## src/rtl/iter_divider_if.sv

```systemverilog
`timescale 1ns/1ps
// iter_divider_if
//   Command/result bundle for the iterative divider.
//   master : drives the command side (in_*), observes the result side (out_*)
//   slave  : the divider itself
//   Signals:
//     in_enable          command strobe
//     in_unsgn_or_sgn    0 = unsigned, 1 = signed
//     in_num / in_denom  operands, ARGS_WIDTH bits
//     in_data_ack        consumer has taken the held result
//     out_can_accept_cmd a command presented now will be taken
//     out_data_ready     out_quot/out_rem/flags are valid
//     out_quot / out_rem result, ARGS_WIDTH bits
//     out_div_by_zero    result came from the zero-denominator path
//     out_overflow       result came from signed MIN / -1
interface iter_divider_if #(
  parameter int ARGS_WIDTH = 32
);
  logic                  in_enable;
  logic                  in_unsgn_or_sgn;
  logic [ARGS_WIDTH-1:0] in_num;
  logic [ARGS_WIDTH-1:0] in_denom;
  logic                  in_data_ack;
  logic                  out_can_accept_cmd;
  logic                  out_data_ready;
  logic [ARGS_WIDTH-1:0] out_quot;
  logic [ARGS_WIDTH-1:0] out_rem;
  logic                  out_div_by_zero;
  logic                  out_overflow;

  modport master (
    output in_enable, in_unsgn_or_sgn, in_num, in_denom, in_data_ack,
    input  out_can_accept_cmd, out_data_ready, out_quot, out_rem,
           out_div_by_zero, out_overflow
  );

  modport slave (
    input  in_enable, in_unsgn_or_sgn, in_num, in_denom, in_data_ack,
    output out_can_accept_cmd, out_data_ready, out_quot, out_rem,
           out_div_by_zero, out_overflow
  );
endinterface

```

## src/rtl/iter_divider.sv

```systemverilog
`timescale 1ns/1ps
// iter_divider
//   Multi-cycle signed/unsigned integer divider (DIV/DIVU/REM/REMU).
//   Non-restoring algorithm resolving NUM_ITERATIONS_PER_CYCLE quotient bits
//   per cycle. Quotient truncates toward zero, remainder takes the sign of
//   the numerator. Divide-by-zero returns all-ones / raw numerator; signed
//   MIN / -1 returns MIN / 0. The result is held until acknowledged or
//   until a new command is accepted.
//   Ports:
//     clk  clock
//     rst  synchronous active-high reset
//     bus  iter_divider_if.slave (command and result signals)
//   Optional feature macro: ITER_DIVIDER_EARLY_OUT_EN
//     When defined, |num| < |denom| skips the iteration phase.
module iter_divider #(
  parameter int ARGS_WIDTH               = 32,
  parameter int NUM_ITERATIONS_PER_CYCLE = 1
) (
  input  logic          clk,
  input  logic          rst,
  iter_divider_if.slave bus
);

  localparam int W  = ARGS_WIDTH;
  localparam int K  = NUM_ITERATIONS_PER_CYCLE;
  localparam int PW = 2 * W + 1;           // partial remainder width
  localparam int CW = $clog2(W) + 1;       // bit-index counter width
  localparam logic [W-1:0] MIN_VAL = {1'b1, {(W-1){1'b0}}};

  generate
    if (W < 8 || W > 128) begin : g_bad_width
      $error("iter_divider: ARGS_WIDTH must be in 8..128");
    end
    if (K < 1 || (W % K) != 0) begin : g_bad_iter
      $error("iter_divider: NUM_ITERATIONS_PER_CYCLE must divide ARGS_WIDTH");
    end
  endgenerate

  typedef enum logic [2:0] {S_IDLE, S_SETUP, S_ITER, S_FIXUP, S_DONE} state_t;
  typedef enum logic [1:0] {R_NORMAL, R_DIV_ZERO, R_OVERFLOW, R_EARLY} path_t;

  state_t                state_q, state_d;
  path_t                 path_q, path_d;
  logic                  sgn_q, sgn_d;
  logic                  num_neg_q, num_neg_d;
  logic                  den_neg_q, den_neg_d;
  logic [W-1:0]          num_raw_q, num_raw_d;
  logic [W-1:0]          num_mag_q, num_mag_d;
  logic [W-1:0]          den_mag_q, den_mag_d;
  logic signed [PW-1:0]  p_q, p_d;
  logic signed [PW-1:0]  d_q, d_d;
  logic [W-1:0]          q_q, q_d;
  logic [CW-1:0]         cnt_q, cnt_d;
  logic [W-1:0]          quot_q, quot_d;
  logic [W-1:0]          rem_q, rem_d;
  logic                  dz_q, dz_d;
  logic                  ov_q, ov_d;

  logic                  can_accept;
  logic                  accept;
  logic                  in_num_neg, in_den_neg;
  logic [W-1:0]          in_num_mag, in_den_mag;

  assign can_accept = (state_q == S_IDLE) || (state_q == S_DONE);
  assign accept     = bus.in_enable && can_accept;
  assign in_num_neg = bus.in_unsgn_or_sgn && bus.in_num[W-1];
  assign in_den_neg = bus.in_unsgn_or_sgn && bus.in_denom[W-1];
  assign in_num_mag = in_num_neg ? (-bus.in_num) : bus.in_num;
  assign in_den_mag = in_den_neg ? (-bus.in_denom) : bus.in_denom;

  // Chain of K non-restoring steps evaluated in one cycle. The sign of the
  // partial remainder entering each step selects subtract/add and gives the
  // quotient digit (1 when non-negative). Intermediate 2P may wrap, but the
  // step result always lies in [-D, D) so modular arithmetic is exact.
  logic signed [PW-1:0] p_stage [K+1];
  logic [K-1:0]         step_bits;
  logic [W-1:0]         q_next;

  assign p_stage[0] = p_q;

  generate
    for (genvar gi = 0; gi < K; gi++) begin : g_step
      assign step_bits[K-1-gi] = ~p_stage[gi][PW-1];
      assign p_stage[gi+1] = p_stage[gi][PW-1] ? ((p_stage[gi] <<< 1) + d_q)
                                               : ((p_stage[gi] <<< 1) - d_q);
    end
  endgenerate

  // Digits arrive MSB first, so shift them in at the bottom.
  assign q_next = W'({q_q, step_bits});

  // Convert the {+1,-1} digit set to binary, then correct a negative final
  // partial remainder by one restoring step.
  logic [W-1:0]         q_conv, q_fix, rem_mag, quot_signed, rem_signed;
  logic signed [PW-1:0] p_fix;

  always_comb begin
    q_conv      = q_q - ~q_q;
    q_fix       = p_q[PW-1] ? (q_conv - W'(1)) : q_conv;
    p_fix       = p_q[PW-1] ? (p_q + d_q) : p_q;
    rem_mag     = W'(p_fix >> W);
    quot_signed = (num_neg_q ^ den_neg_q) ? (-q_fix) : q_fix;
    rem_signed  = num_neg_q ? (-rem_mag) : rem_mag;
  end

  always_comb begin
    state_d   = state_q;
    path_d    = path_q;
    sgn_d     = sgn_q;
    num_neg_d = num_neg_q;
    den_neg_d = den_neg_q;
    num_raw_d = num_raw_q;
    num_mag_d = num_mag_q;
    den_mag_d = den_mag_q;
    p_d       = p_q;
    d_d       = d_q;
    q_d       = q_q;
    cnt_d     = cnt_q;
    quot_d    = quot_q;
    rem_d     = rem_q;
    dz_d      = dz_q;
    ov_d      = ov_q;

    case (state_q)
      S_IDLE, S_DONE: begin
        // An accept in DONE implicitly consumes the held result.
        if (accept) begin
          state_d   = S_SETUP;
          sgn_d     = bus.in_unsgn_or_sgn;
          num_raw_d = bus.in_num;
          num_neg_d = in_num_neg;
          den_neg_d = in_den_neg;
          num_mag_d = in_num_mag;
          den_mag_d = in_den_mag;
        end else if (state_q == S_DONE && bus.in_data_ack) begin
          state_d = S_IDLE;
        end
      end

      S_SETUP: begin
        if (den_mag_q == '0) begin
          path_d  = R_DIV_ZERO;
          state_d = S_FIXUP;
        end else if (sgn_q && num_raw_q == MIN_VAL && den_neg_q &&
                     den_mag_q == W'(1)) begin
          path_d  = R_OVERFLOW;
          state_d = S_FIXUP;
        end
`ifdef ITER_DIVIDER_EARLY_OUT_EN
        else if (num_mag_q < den_mag_q) begin
          path_d  = R_EARLY;
          state_d = S_FIXUP;
        end
`endif
        else begin
          path_d  = R_NORMAL;
          p_d     = {{(W+1){1'b0}}, num_mag_q};
          d_d     = {1'b0, den_mag_q, {W{1'b0}}};
          q_d     = '0;
          cnt_d   = CW'(W - 1);
          state_d = S_ITER;
        end
      end

      S_ITER: begin
        p_d = p_stage[K];
        q_d = q_next;
        // cnt_q is the index of the highest digit resolved this cycle.
        if (cnt_q == CW'(K - 1)) begin
          state_d = S_FIXUP;
        end else begin
          cnt_d = cnt_q - CW'(K);
        end
      end

      S_FIXUP: begin
        state_d = S_DONE;
        case (path_q)
          R_DIV_ZERO: begin
            quot_d = '1;
            rem_d  = num_raw_q;
            dz_d   = 1'b1;
            ov_d   = 1'b0;
          end
          R_OVERFLOW: begin
            quot_d = MIN_VAL;
            rem_d  = '0;
            dz_d   = 1'b0;
            ov_d   = 1'b1;
          end
          R_EARLY: begin
            quot_d = '0;
            rem_d  = num_raw_q;
            dz_d   = 1'b0;
            ov_d   = 1'b0;
          end
          default: begin
            quot_d = quot_signed;
            rem_d  = rem_signed;
            dz_d   = 1'b0;
            ov_d   = 1'b0;
          end
        endcase
      end

      default: state_d = S_IDLE;
    endcase
  end

  always_ff @(posedge clk) begin
    if (rst) begin
      state_q   <= S_IDLE;
      path_q    <= R_NORMAL;
      sgn_q     <= 1'b0;
      num_neg_q <= 1'b0;
      den_neg_q <= 1'b0;
      num_raw_q <= '0;
      num_mag_q <= '0;
      den_mag_q <= '0;
      p_q       <= '0;
      d_q       <= '0;
      q_q       <= '0;
      cnt_q     <= '0;
      quot_q    <= '0;
      rem_q     <= '0;
      dz_q      <= 1'b0;
      ov_q      <= 1'b0;
    end else begin
      state_q   <= state_d;
      path_q    <= path_d;
      sgn_q     <= sgn_d;
      num_neg_q <= num_neg_d;
      den_neg_q <= den_neg_d;
      num_raw_q <= num_raw_d;
      num_mag_q <= num_mag_d;
      den_mag_q <= den_mag_d;
      p_q       <= p_d;
      d_q       <= d_d;
      q_q       <= q_d;
      cnt_q     <= cnt_d;
      quot_q    <= quot_d;
      rem_q     <= rem_d;
      dz_q      <= dz_d;
      ov_q      <= ov_d;
    end
  end

  assign bus.out_can_accept_cmd = can_accept;
  assign bus.out_data_ready     = (state_q == S_DONE);
  assign bus.out_quot           = quot_q;
  assign bus.out_rem            = rem_q;
  assign bus.out_div_by_zero    = dz_q;
  assign bus.out_overflow       = ov_q;

endmodule

```

## src/flat_wrapper.sv

```systemverilog
// flat-port wrapper written by rule: the top's interface ports become plain ports
module iter_divider_flat 
#(
  parameter int ARGS_WIDTH               = 32,
  parameter int NUM_ITERATIONS_PER_CYCLE = 1
)
  (clk, rst, bus_in_enable, bus_in_unsgn_or_sgn, bus_in_num, bus_in_denom, bus_in_data_ack, bus_out_can_accept_cmd, bus_out_data_ready, bus_out_quot, bus_out_rem, bus_out_div_by_zero, bus_out_overflow);
  iter_divider_if #(.ARGS_WIDTH(ARGS_WIDTH)) bus_i ();
  input  logic clk;
  input  logic rst;
  input wire logic [$bits(bus_i.in_enable)-1:0] bus_in_enable;
  input wire logic [$bits(bus_i.in_unsgn_or_sgn)-1:0] bus_in_unsgn_or_sgn;
  input wire logic [$bits(bus_i.in_num)-1:0] bus_in_num;
  input wire logic [$bits(bus_i.in_denom)-1:0] bus_in_denom;
  input wire logic [$bits(bus_i.in_data_ack)-1:0] bus_in_data_ack;
  output wire logic [$bits(bus_i.out_can_accept_cmd)-1:0] bus_out_can_accept_cmd;
  output wire logic [$bits(bus_i.out_data_ready)-1:0] bus_out_data_ready;
  output wire logic [$bits(bus_i.out_quot)-1:0] bus_out_quot;
  output wire logic [$bits(bus_i.out_rem)-1:0] bus_out_rem;
  output wire logic [$bits(bus_i.out_div_by_zero)-1:0] bus_out_div_by_zero;
  output wire logic [$bits(bus_i.out_overflow)-1:0] bus_out_overflow;
  assign bus_i.in_enable = bus_in_enable;
  assign bus_i.in_unsgn_or_sgn = bus_in_unsgn_or_sgn;
  assign bus_i.in_num = bus_in_num;
  assign bus_i.in_denom = bus_in_denom;
  assign bus_i.in_data_ack = bus_in_data_ack;
  assign bus_out_can_accept_cmd = bus_i.out_can_accept_cmd;
  assign bus_out_data_ready = bus_i.out_data_ready;
  assign bus_out_quot = bus_i.out_quot;
  assign bus_out_rem = bus_i.out_rem;
  assign bus_out_div_by_zero = bus_i.out_div_by_zero;
  assign bus_out_overflow = bus_i.out_overflow;
  iter_divider #(.ARGS_WIDTH(ARGS_WIDTH), .NUM_ITERATIONS_PER_CYCLE(NUM_ITERATIONS_PER_CYCLE)) u_core (.clk(clk), .rst(rst), .bus(bus_i));
endmodule
```

## config.mk

```make
export PLATFORM = sky130hd
export DESIGN_NAME = iter_divider_flat
export DESIGN_NICKNAME = d
export VERILOG_FILES = /design/src/rtl/iter_divider_if.sv /design/src/rtl/iter_divider.sv /design/src/flat_wrapper.sv
export SDC_FILE = /design/constraint.sdc
export NUM_CORES = 1
export LEC_CHECK = 0
export CORE_MARGIN = 3
export CORE_UTILIZATION = 30
export DETAILED_ROUTE_END_ITERATION = 12
export DONT_BUFFER_PORTS = 1
export PLACE_DENSITY = 0.54
export SLEW_MARGIN = 40
export SYNTH_ARGS = -nofsm -noshare
export SYNTH_HDL_FRONTEND = slang
export SYNTH_SLANG_ARGS = --single-unit
export TNS_END_PERCENT = 100
```

## constraint.sdc

```tcl
create_clock -name clk -period 7.26 [get_ports clk]
set_input_delay 1.452 -clock clk [delete_from_list [all_inputs] [get_ports clk]]
set_output_delay 1.452 -clock clk [all_outputs]
set_load 0.01 [all_outputs]
```

==> flow_summary.yaml, run 1 <==
detailed_routing:
  dr_total_vias: 17200
  drc: 0
  drtPass1Iterations: 6
  totalWireLength_um: 57800
  post_drt_wl_per_cell_um: 18.5
  ant_nets: 0
  via_per_inst: 5.49
  drtIter0Drc: 1188
power:
  peakVddDrop_v: 0.000169
  p_comb_share_pct: 24.4
  internal_power_mw: 3.36
  pwr-share-seq_pct: 38.3
  power_density_nw_per_um2: 246
  swShare_pct: 32.1
  leakage_nw: 7.54
  clkPwrFrac_pct: 37.2
  switching_power_mw: 1.59
  total_power_mw: 4.95
layout:
  num-fill-cells: 6439
  multi_input_area_um2: 11600
  synthToLayoutAreaGrowth_pct: 9.08
  n_antenna_cell: 0
  drive_above_1_share_pct: 4.42
  nets: 2472
  seqCellArea_um2: 6070
  utilization_pct: 33.2
global_route:
  antenna_found_initial: 1
  grt.busiest_layer: "met2"
  met1_usage_pct: 24.2
  grt_overflow: 0
  use_met3_pct: 3.25
  use_met2_pct: 27.1
  grt_usage_pct: 17.3
  grt_pass1_vias: 16100
  grt_pass1_wl_um: 89900
  grt_max_degree: 306
clocking:
  hold_buffers: 0
  cts_tree: "yes"
  clock_latency_ns: 0.55
  cts_buffer_depth: 3
  clock-root-buffer: "clkbuf_16"
  clk_pin_slew_ns: 0.06
  ctsResizeCount: 0
  cts_made_buffers: 36
  post_cts_buffers: 0
  clock_sinks: 303
  htree_levels: 2
worst_setup_path:
  reg2reg_to: "u_core.p_q[63]"
  r2r_slack_ns: 2.31
  r2r_cells: 16
  crit_arrival_ns: 5.39
  worst-path-buf-inv: 0
  crit_end: "u_core.p_q[63]"
  cp.depth: 16
  crit_type: "flip-flop to flip-flop"
  crit_path_start: "u_core.d_q[34]"
  path_delay_family: "simple AND/OR/NAND/NOR gates"
  rr_startpoint: "u_core.d_q[34]"
  cp_cell_sequence: "or3_1, nor3b_1, and3b_1, and2_0, nor2_1, xor2_1, ha_1, a21oi_1, o21ai_0, a221oi_1, o21ai_0, nor3b_1, a2111oi_1, a21oi_1, xor2_1, a22o_1"
  crit_path_max_fanout: 7
  end_kind: "flip-flop"
  slowest_stage: "a2111oi_1"
  cp_data_required_time_ns: 7.69
  cp_slowest_stage_delay_ns: 0.55
  crit_path_start_kind: "flip-flop"
timing:
  hold_viol: 0
  max_slew_margin_pct: 26.2
  fin_crit_ns: 4.95
  slew_viol_final: 0
  skew_ns: 0.0183
  period_share_pct: 68.2
  worst_slew_pin_slew_ns: 1.11
  timing.fmax_mhz: 202
  final-setup-viol-count: 0
  totalNegativeSetupSlack_ns: 0
  rsz0062_at_grt: "false"
yosys:
  avgSynthCellArea_um2: 7.57
  synth_edf_count: 0
  ys_types: 86
  syn_inst: 2440
  synthTopCellsByCount: "360 x nand2_1, 303 x dfxtp_1, 276 x a21oi_1"
  synth.most_common_cell: "nand2_1"
  synth_area_leader_cell: "dfxtp_1"
  ys_ff_latch: 303
  ys.flop_type: "dfxtp_1"
  synth_top_area_share_pct: 32.8
  syn_nets: 2584
  synth_area_um2: 18500
  ys_warn_count: 0
  async_flop_share_pct: 0
  synthTopCellsByArea: "dfxtp_1 33%, a21oi_1 7.5%, nand2_1 7.3%"
  ys_seq_area_share_pct: 32.8
floorplan:
  die_y_um: 254
  die_w_um: 254
  rows: 90
  coreArea_um2: 60700
  start_util_pct: 30.4
  fp.dieArea_um2: 64600
  io_pins: 137
hold_path:
  min_path_type: "flip-flop to flip-flop"
job:
  drv_cap: 0
outcome:
  status: "complete, no violations"
place:
  io_buffers: 0
  place_congestion: 0.887
  place_hpwl_um: 41900
layout by cell type (no fill, tap or decap), types with 13 or more instances in the layout:
cell,count
a221oi_1,17
a21oi_1,276
o21a_1,15
inv_1,40
a31oi_1,26
clkbuf_16,36
dfxtp_1,302
a311oi_1,49
nor3_1,74
o31ai_1,19
nand3_1,75
or3_1,30
buf_4,13
and2_1,16
nor2_1,260
nand4_1,17
xor2_1,104
a21o_1,26
nor2b_1,15
nand2_1,359
nor4_1,34
a211oi_1,91
and3_1,20
xnor2_1,78
ha_1,72
clkbuf_1,13
o21ai_0,84
through the flow:
step                      area, µm²  instances  hold WS (ns)  worst slack [ns]
after global placement        19000       3072         0.449              2.33
after detailed placement      19000       3072         0.456              2.36
after floorplan               18500       2440         0.432              2.01
after global routing          20200       3133         0.477              1.85
final                         20200       3133         0.465              2.31
after CTS                     20100       3133         0.466              2.34
routing by layer:
layer	vias up	wire (µm)
li1	8547	-
met1	8170	27700
met4	0	1350
met3	74	3180
met2	406	25600
met5	-	0
logic make-up (layout without fill, tap and decap cells):
group	count (synthesis)	after routing	synth area share, %
mux	13	13	0.731
compound gates	695	695	24.5
flops	303	303	32.8
fa+ha+maj	75	75	5.16
buf+inv	207	118	4.34
xor+xnor	182	182	8.63
simple gates	965	965	23.8
worst min path at each step:
| stage | startpoint | to | slack (ns) | cells after the start |
|---|---|---|---|---|
| after floorplan | u_core.sgn_q | u_core.sgn_q | 0.43 | 2 |
| after global placement | u_core.sgn_q | u_core.sgn_q | 0.45 | 2 |
| after detailed placement | u_core.sgn_q | u_core.sgn_q | 0.46 | 2 |
| after CTS | u_core.num_mag_q[31] | u_core.num_mag_q[31] | 0.47 | 2 |
| after global routing | u_core.num_mag_q[31] | u_core.num_mag_q[31] | 0.48 | 2 |
| final | u_core.num_mag_q[31] | u_core.num_mag_q[31] | 0.47 | 2 |
power by group through the flow:
stage / logic (mW) / clock network [mW] / registers [mW]
final: 1.21 / 1.84 / 1.90
after global routing: 1.36 / 1.96 / 1.91
after CTS: 1.21 / 1.89 / 1.90
after detailed placement: 1.20 / 0 / 1.93
after global placement: 1.18 / 0 / 1.93
after floorplan: 0.993 / 0 / 1.88
tightest hold or removal path, cell delays in order, from the launching register on:
cell	delay, ns
dfxtp_1	0.31
nand2_1	0.05
a21oi_1	0.06
registers in the layout, summed over array words and instances (netlist names):
name and count:
u_core.path_q 2, u_core.num_neg_q 1, u_core.num_mag_q 32, u_core.sgn_q 1
u_core.bus.out_quot 32, u_core.bus.out_rem 32, u_core.num_raw_q 31, u_core.den_neg_q 1
u_core.cnt_q 6, u_core.d_q 32, u_core.bus.out_overflow 1, u_core.den_mag_q 32
u_core.q_q 31, u_core.bus.out_div_by_zero 1, u_core.p_q 65, u_core.state_q 3
area by class of cell:
cell class	count	area share, %
well taps	782	4.85
clock inverters	8	0.844
flip-flops and latches	303	30.1
inverters	41	0.764
clock buffers	53	4.99
multi-input cells	1930	57.8
repair buffers	16	0.652
Note: power is estimated with default switching activity, not from simulation.
==> run 2, diff against run 1 <==
--- a/config.mk
+++ b/config.mk
@@ -9,7 +9,7 @@
 export CORE_UTILIZATION = 30
 export DETAILED_ROUTE_END_ITERATION = 12
 export DONT_BUFFER_PORTS = 1
-export PLACE_DENSITY = 0.54
+export PLACE_DENSITY = 0.55
 export SLEW_MARGIN = 40
 export SYNTH_ARGS = -nofsm -noshare
 export SYNTH_HDL_FRONTEND = slang
==> constraint.sdc (replaced) <==
create_clock -name clk -period 3.95 [get_ports clk]
set_input_delay 0.79 -clock clk [delete_from_list [all_inputs] [get_ports clk]]
set_output_delay 0.79 -clock clk [all_outputs]
set_load 0.01 [all_outputs]
==> flow_summary.yaml, run 2 (same netlist as run 1, synthesis figures left out) <==
outcome:
  status: "complete, no violations"
clocking:
  clock_sinks: 303
  cts_buffer_depth: 3
  htree_levels: 2
  cts_tree: "yes"
  clock-root-buffer: "clkbuf_16"
  cts_made_buffers: 38
  clk_pin_slew_ns: 0.06
  hold_buffers: 0
  clock_latency_ns: 0.56
worst_setup_path:
  crit_type: "flip-flop to flip-flop"
  crit_end: "u_core.bus.out_rem[29]"
  crit_arrival_ns: 4.31
  crit_path_start_kind: "flip-flop"
  crit_path_max_fanout: 4
  end_kind: "flip-flop"
  rr_startpoint: "u_core.d_q[32]"
  r2r_cells: 13
  crit_path_start: "u_core.d_q[32]"
  reg2reg_to: "u_core.bus.out_rem[29]"
  cp_data_required_time_ns: 4.38
  r2r_slack_ns: 0.07
power:
  total_power_mw: 9.82
  swShare_pct: 32.7
  switching_power_mw: 3.21
  p_comb_share_pct: 28.7
  internal_power_mw: 6.61
  peakVddDrop_v: 0.000287
  leakage_nw: 8.61
  pwr-share-seq_pct: 35.3
  power_density_nw_per_um2: 443
  clkPwrFrac_pct: 36.0
place:
  io_buffers: 0
  place_congestion: 0.891
  place_area_um2: 20200
  placedCellCount: 3236
  place_hpwl_um: 46700
floorplan:
  coreArea_um2: 60700
  start_util_pct: 30.4
  die_y_um: 254
  die_w_um: 254
  fp.dieArea_um2: 64600
  rows: 90
  io_pins: 137
global_route:
  use_met2_pct: 30.6
  use_met3_pct: 4.08
  met1_usage_pct: 25.7
  grt_usage_pct: 19.0
  grt_pass1_vias: 17100
  grt_overflow: 0
  grt.busiest_layer: "met2"
  grt_max_degree: 306
  grt_pass1_wl_um: 98300
  antenna_found_initial: 0
job:
  drv_cap: 0
detailed_routing:
  dr_total_vias: 18200
  post_drt_wl_per_cell_um: 19.1
  drtPass1Iterations: 5
  drc: 0
  via_per_inst: 5.49
  drtIter0Drc: 1395
  totalWireLength_um: 63500
  ant_nets: 0
timing:
  hold-worst-slack_ns: 0.361
  fin_crit_ns: 3.88
  final-setup-viol-count: 0
  worst_slew_pin_slew_ns: 1.16
  period_share_pct: 98.3
  slew_viol_final: 0
  skew_ns: 0.0221
  max_slew_margin_pct: 22.7
  rsz0062_at_grt: "true"
  timing.fmax_mhz: 257
  hold_viol: 0
layout:
  largest_reg_flops: 65
  regMostFlops: "u_core.p_q"
  n_antenna_cell: 0
  nets: 2654
  utilization_pct: 36.5
  final_cell_area_um2: 22200
  final_common_cell: "nand2_1"
  drive_above_1_share_pct: 14.6
  layout_common_cells: "358 x nand2_1, 296 x dfxtp_1, 261 x a21oi_1"
  final_cells: 3319
  synthToLayoutAreaGrowth_pct: 20.0
hold_path:
  min_path_type: "input pin to flip-flop"
-- run 2: area by class of cell --
class,instances,area [µm²]
Sequential cell,303,6080
Inverter,41,154
Fill cell,6297,38500
Multi-Input combinational cell,1930,12200
Timing Repair Buffer,196,1520
Clock buffer,55,1120
Tap cell,782,978
Clock inverter,12,141
-- run 2: power groups by stage --
stage	combinational [mW]	sequential, mW	clock [mW]
after floorplan	1.84	3.46	0
after global placement	2.60	3.52	0
after detailed placement	2.63	3.52	0
after CTS	2.66	3.46	3.61
after global routing	3.10	3.49	3.72
final	2.82	3.47	3.53
-- run 2: metal layers --
| layer | share of wire (%) | up-vias |
|---|---|---|
| li1 | - | 8910 |
| met1 | 45 | 8721 |
| met2 | 46 | 507 |
| met3 | 6.5 | 94 |
| met4 | 2.3 | 0 |
| met5 | 0 | - |
-- run 2: worst min-delay path by stage --
stage	depth (start not counted)	start	end	slack [ns]
floorplan	2	u_core.sgn_q	u_core.sgn_q	0.43
global placement	2	u_core.sgn_q	u_core.sgn_q	0.45
detailed placement	2	u_core.sgn_q	u_core.sgn_q	0.44
CTS	1	rst	u_core.p_q[56]	0.33
global route	1	rst	u_core.d_q[58]	0.34
finish	1	rst	u_core.d_q[58]	0.36
-- run 2: through the flow --
stage | TNS (ns) | setup WS (ns)
after floorplan | 0 | 0.0404
after global routing | -0.325 | -0.0972
after detailed placement | -0.739 | -0.164
after global placement | -0.228 | -0.0882
after CTS | 0 | 0.00440
final | 0 | 0.0654
-- run 2: critical path, cell delays in order, from the launching register on --
cell       delay (ns)
dfxtp_4          0.36
ha_4             0.16
fa_2             0.43
a211oi_4         0.25
nor3_2           0.08
o41ai_2          0.40
xnor2_1          0.19
a211oi_2         0.27
o2111ai_2        0.20
a2111o_1         0.37
or3_4            0.36
o31ai_4          0.29
xnor2_2          0.10
a2111oi_2        0.29
-- run 2: what timing repair did --
item	in CTS	in global routing
resized for setup	15	96
pin swaps	6	57
setup buffers	2	14
endpoints found under the setup margin	12	26
==> run 3, diff against run 2 <==
--- a/config.mk
+++ b/config.mk
@@ -9,6 +9,7 @@
 export CORE_UTILIZATION = 30
 export DETAILED_ROUTE_END_ITERATION = 12
 export DONT_BUFFER_PORTS = 1
+export HOLD_SLACK_MARGIN = 0.08
 export PLACE_DENSITY = 0.55
 export SLEW_MARGIN = 40
 export SYNTH_ARGS = -nofsm -noshare
==> results of run 3 <==
Same layout as run 2: the final DEF is identical, and so are final timing and power.
==> RTL change 1 (settings of run 1) <==
Take the reset off `d_q` and load it in a clocked block of its own.
--- a/src/rtl/iter_divider.sv
+++ b/src/rtl/iter_divider.sv
@@ -220,3 +220,2 @@
       p_q       <= '0;
-      d_q       <= '0;
       q_q       <= '0;
@@ -237,3 +236,2 @@
       p_q       <= p_d;
-      d_q       <= d_d;
       q_q       <= q_d;
@@ -247,2 +245,6 @@
 
+  always_ff @(posedge clk) begin
+    d_q <= d_d;
+  end
+
   assign bus.out_can_accept_cmd = can_accept;
Check against the original RTL: no difference found for any inputs over 4 cycles, from zero or initial values and one cycle with rst high; that may be too few to reach the edited logic, so the function may still have changed.
==> RTL change 1 against run 1 <==
  * Worst hold slack worse by 8.5 ps
  * Sequential cell count unchanged
  * Synthesized area down 1.3%
  * Total power up 5.6%
  * Routed wire length up 0.59%
  * Cell area about the same
  * Worst setup slack worse by 200 ps
==> RTL change 1: results <==
drt:
  via_per_inst: 5.57
  wl_met1_um: 26100
  route.met3.wl_um: 3600
final_layout:
  multi_input_area_um2: 11200
  final-seq-area_um2: 6390
  drive_gt1_frac: 0.0537
  nNetsFinal: 2368
  fillers: 6249
setup_path:
  r2r_start: "u_core.d_q[33]"
synthesis:
  synth_commonest_cells: "nand2_1, dfxtp_1, nor2_1"
  synth_compound_area_frac: 0.242
  seq_area_frac_synth: 0.350
  synth_nets: 2460
power:
  p_leak_nw: 7.18
  vdd_drop_max_v: 0.000164
  p_int_mw: 3.51
status:
  status: "completed"
global_routing:
  grt_use_met3: 0.0316
  grt_pass1_vias: 16000
  gr-usage-met1: 0.236
  grt_max_degree: 277
  antenna_found_initial: 0
place:
  placed_area_um2: 18800
  dp_slack_ps: 1730
hold_path:
  hold_end: "u_core.num_mag_q[21]"
sta:
  timing.fmax_ghz: 0.194
  worst_pin_slew_ps: 828
-- RTL change 1: changes by cell type in the layout (fill, tap and decap cells not counted), sizes merged, moves of 7 or more --
cell,run 1,this run
edfxtp,0,32
a31oi,28,21
clkinv,3,12
nand4,17,10
nor2b,16,7
dfxtp,303,271
o41ai,8,16
nand2,360,300
a21oi,278,242
and2,19,9
-- RTL change 1: critical path, stage by stage, from the launching register on --
cell and delay (ps):
edfxtp_1 490, inv_1 90, ha_1 150, nor3b_1 470
nand2_1 180, nor4_2 410, a21oi_1 150, xor2_1 180
ha_1 410, nand3_1 120, o31ai_1 360, o21ai_0 220
a21boi_0 420, o311ai_0 220, a31oi_1 270, a21oi_1 130
or4b_2 610, a31oi_1 180
-- RTL change 1: metrics by stage --
step | hold slack (ps) | utilization
final | 457 | 0.338
after global routing | 473 | 0.338
after CTS | 461 | 0.338
after detailed placement | 451 | 0.316
after global placement | 442 | 0.315
after floorplan | 430 | -
==> RTL change 2 (config.mk and constraints of run 1) <==
Without the edit above. `ARGS_WIDTH` is set to 32 in 3 places; all go to 16.
--- a/src/rtl/iter_divider_if.sv
+++ b/src/rtl/iter_divider_if.sv
@@ -16,3 +16,3 @@
 interface iter_divider_if #(
-  parameter int ARGS_WIDTH = 32
+  parameter int ARGS_WIDTH = 16
 );
--- a/src/rtl/iter_divider.sv
+++ b/src/rtl/iter_divider.sv
@@ -15,3 +15,3 @@
 module iter_divider #(
-  parameter int ARGS_WIDTH               = 32,
+  parameter int ARGS_WIDTH               = 16,
   parameter int NUM_ITERATIONS_PER_CYCLE = 1
--- a/src/flat_wrapper.sv
+++ b/src/flat_wrapper.sv
@@ -3,3 +3,3 @@
 #(
-  parameter int ARGS_WIDTH               = 32,
+  parameter int ARGS_WIDTH               = 16,
   parameter int NUM_ITERATIONS_PER_CYCLE = 1
Interface: changed (resized bus_in_denom, bus_in_num, bus_out_quot and bus_out_rem); port bits go from 137 to 73. The function was not compared with the original's and may differ.
==> RTL change 2 against run 1 <==
  * Routed wire length shrank 56%
  * Sequential share of layout area rose by 0.71 points
  * Synthesized area shrank 49%
  * Worst setup slack better by 940 ps
  * Cell area decreased by 49%
  * Sequential cell count shrank 145
  * Total power decreased by 50%
  * Clock skew down 6.2 ps
  * Largest cell class unchanged
==> RTL change 2: results <==
status:
  status: "completed"
final_layout:
  largest_register: "u_core.p_q"
  fillers: 3279
  utilization: 0.335
  largest_reg_flops: 33
  drive_gt1_frac: 0.0546
synthesis:
  synth_edf_count: 0
  ys.flop_type: "dfxtp_1"
  synth_nets: 1313
  postSynthAreaPerCell_um2: 7.60
  async_flop_share: 0
  synth_commonest_cells: "nand2_1, dfxtp_1, nor2_1"
  synth_cell_types: 71
  yosys_warnings: 0
  synth_area_leaders: "dfxtp_1, nand2_1, a21oi_1"
  seq_area_frac_synth: 0.338
setup_path:
  cp_max_fo: 24
  arrival_ps: 4320
drt:
  via_per_inst: 5.29
  wl_per_cell_um: 16.0
  vias: 8397
  drt_first_iter_violations: 626
  firstDrtPassIters: 5
clock_tree:
  numCtsBuffers: 17
  cts-resized-gates: 0
  cts_buffer_depth: 2
  clk_latency_ps: 440
  cts.clk_slew.worst_paths_ps: 70
  cts_max_level: 4
  postCtsHoldBufs: 0
power:
  p_leak_nw: 3.75
  netSwitchingFraction: 0.325
  vdd_drop_max_v: 0.000150
place:
  placed_area_um2: 9660
  dp_cells: 1554
  gp_congestion: 0.891
  dp_hpwl_um: 17900
global_routing:
  antenna_found_initial: 0
  grt.total_usage: 0.151
  gr-usage-met1: 0.209
  grt_pass1_wl_um: 41600
  grt_max_degree: 162
  grt_use_met3: 0.0303
  use_met2: 0.241
  grt_pass1_vias: 7978
sta:
  skew_ps: 12.0
  worst_pin_slew_ps: 797
hold_path:
  hold_class: "reg2reg"
[RTL change 2: critical path: stages (launching register included)]
cell,delay (ps)
dfxtp_1,840
buf_4,390
mux2_2,400
fa_1,450
a21oi_1,160
o21bai_1,110
a21oi_1,220
o21ai_0,160
o21ai_0,320
o311ai_0,240
o41ai_1,340
or3_1,160
o211ai_1,80
[RTL change 2: per-layer routing]
metal	up-vias	routed length, um
li1	4298	-
met5	-	0
met3	26	1130
met1	3927	12500
met4	0	376
met2	146	11400
[RTL change 2: power by group through the flow]
stage	Sequential (mW)	Clock, mW	Combinational [mW]
after floorplan	1.00	0	0.479
after global placement	1.04	0	0.558
after detailed placement	1.04	0	0.570
after CTS	1.02	0.921	0.572
after global routing	1.03	0.956	0.655
final	1.02	0.898	0.574
[RTL change 2: layout make-up]
cell class,count,area share
clock buffer,20,0.0435
clock inverter,12,0.0132
tap,396,0.0483
multi-input combinational,967,0.568
inverter,26,0.00951
sequential,158,0.308
timing repair buffer,8,0.00902
[RTL change 2: final timing paths]
check,start,to,slack (ps),cells past startpoint
max reg2reg,u_core.p_q[32],u_core.p_q[32],3250,12
min reg2reg,u_core.num_mag_q[12],u_core.num_mag_q[12],450,2
min,u_core.num_mag_q[12],u_core.num_mag_q[12],450,2
max,u_core.p_q[32],u_core.p_q[32],3250,12
[RTL change 2: cells by family after synthesis]
kind of cell | share of synthesized area
AND/OR/NAND/NOR | 0.240
AO/OA/AOI/OAI | 0.232
flip-flops | 0.338
buffers and inverters | 0.0442
XOR/XNOR | 0.0804
adder cells (fa/ha/maj) | 0.0590
multiplexers | 0.00654
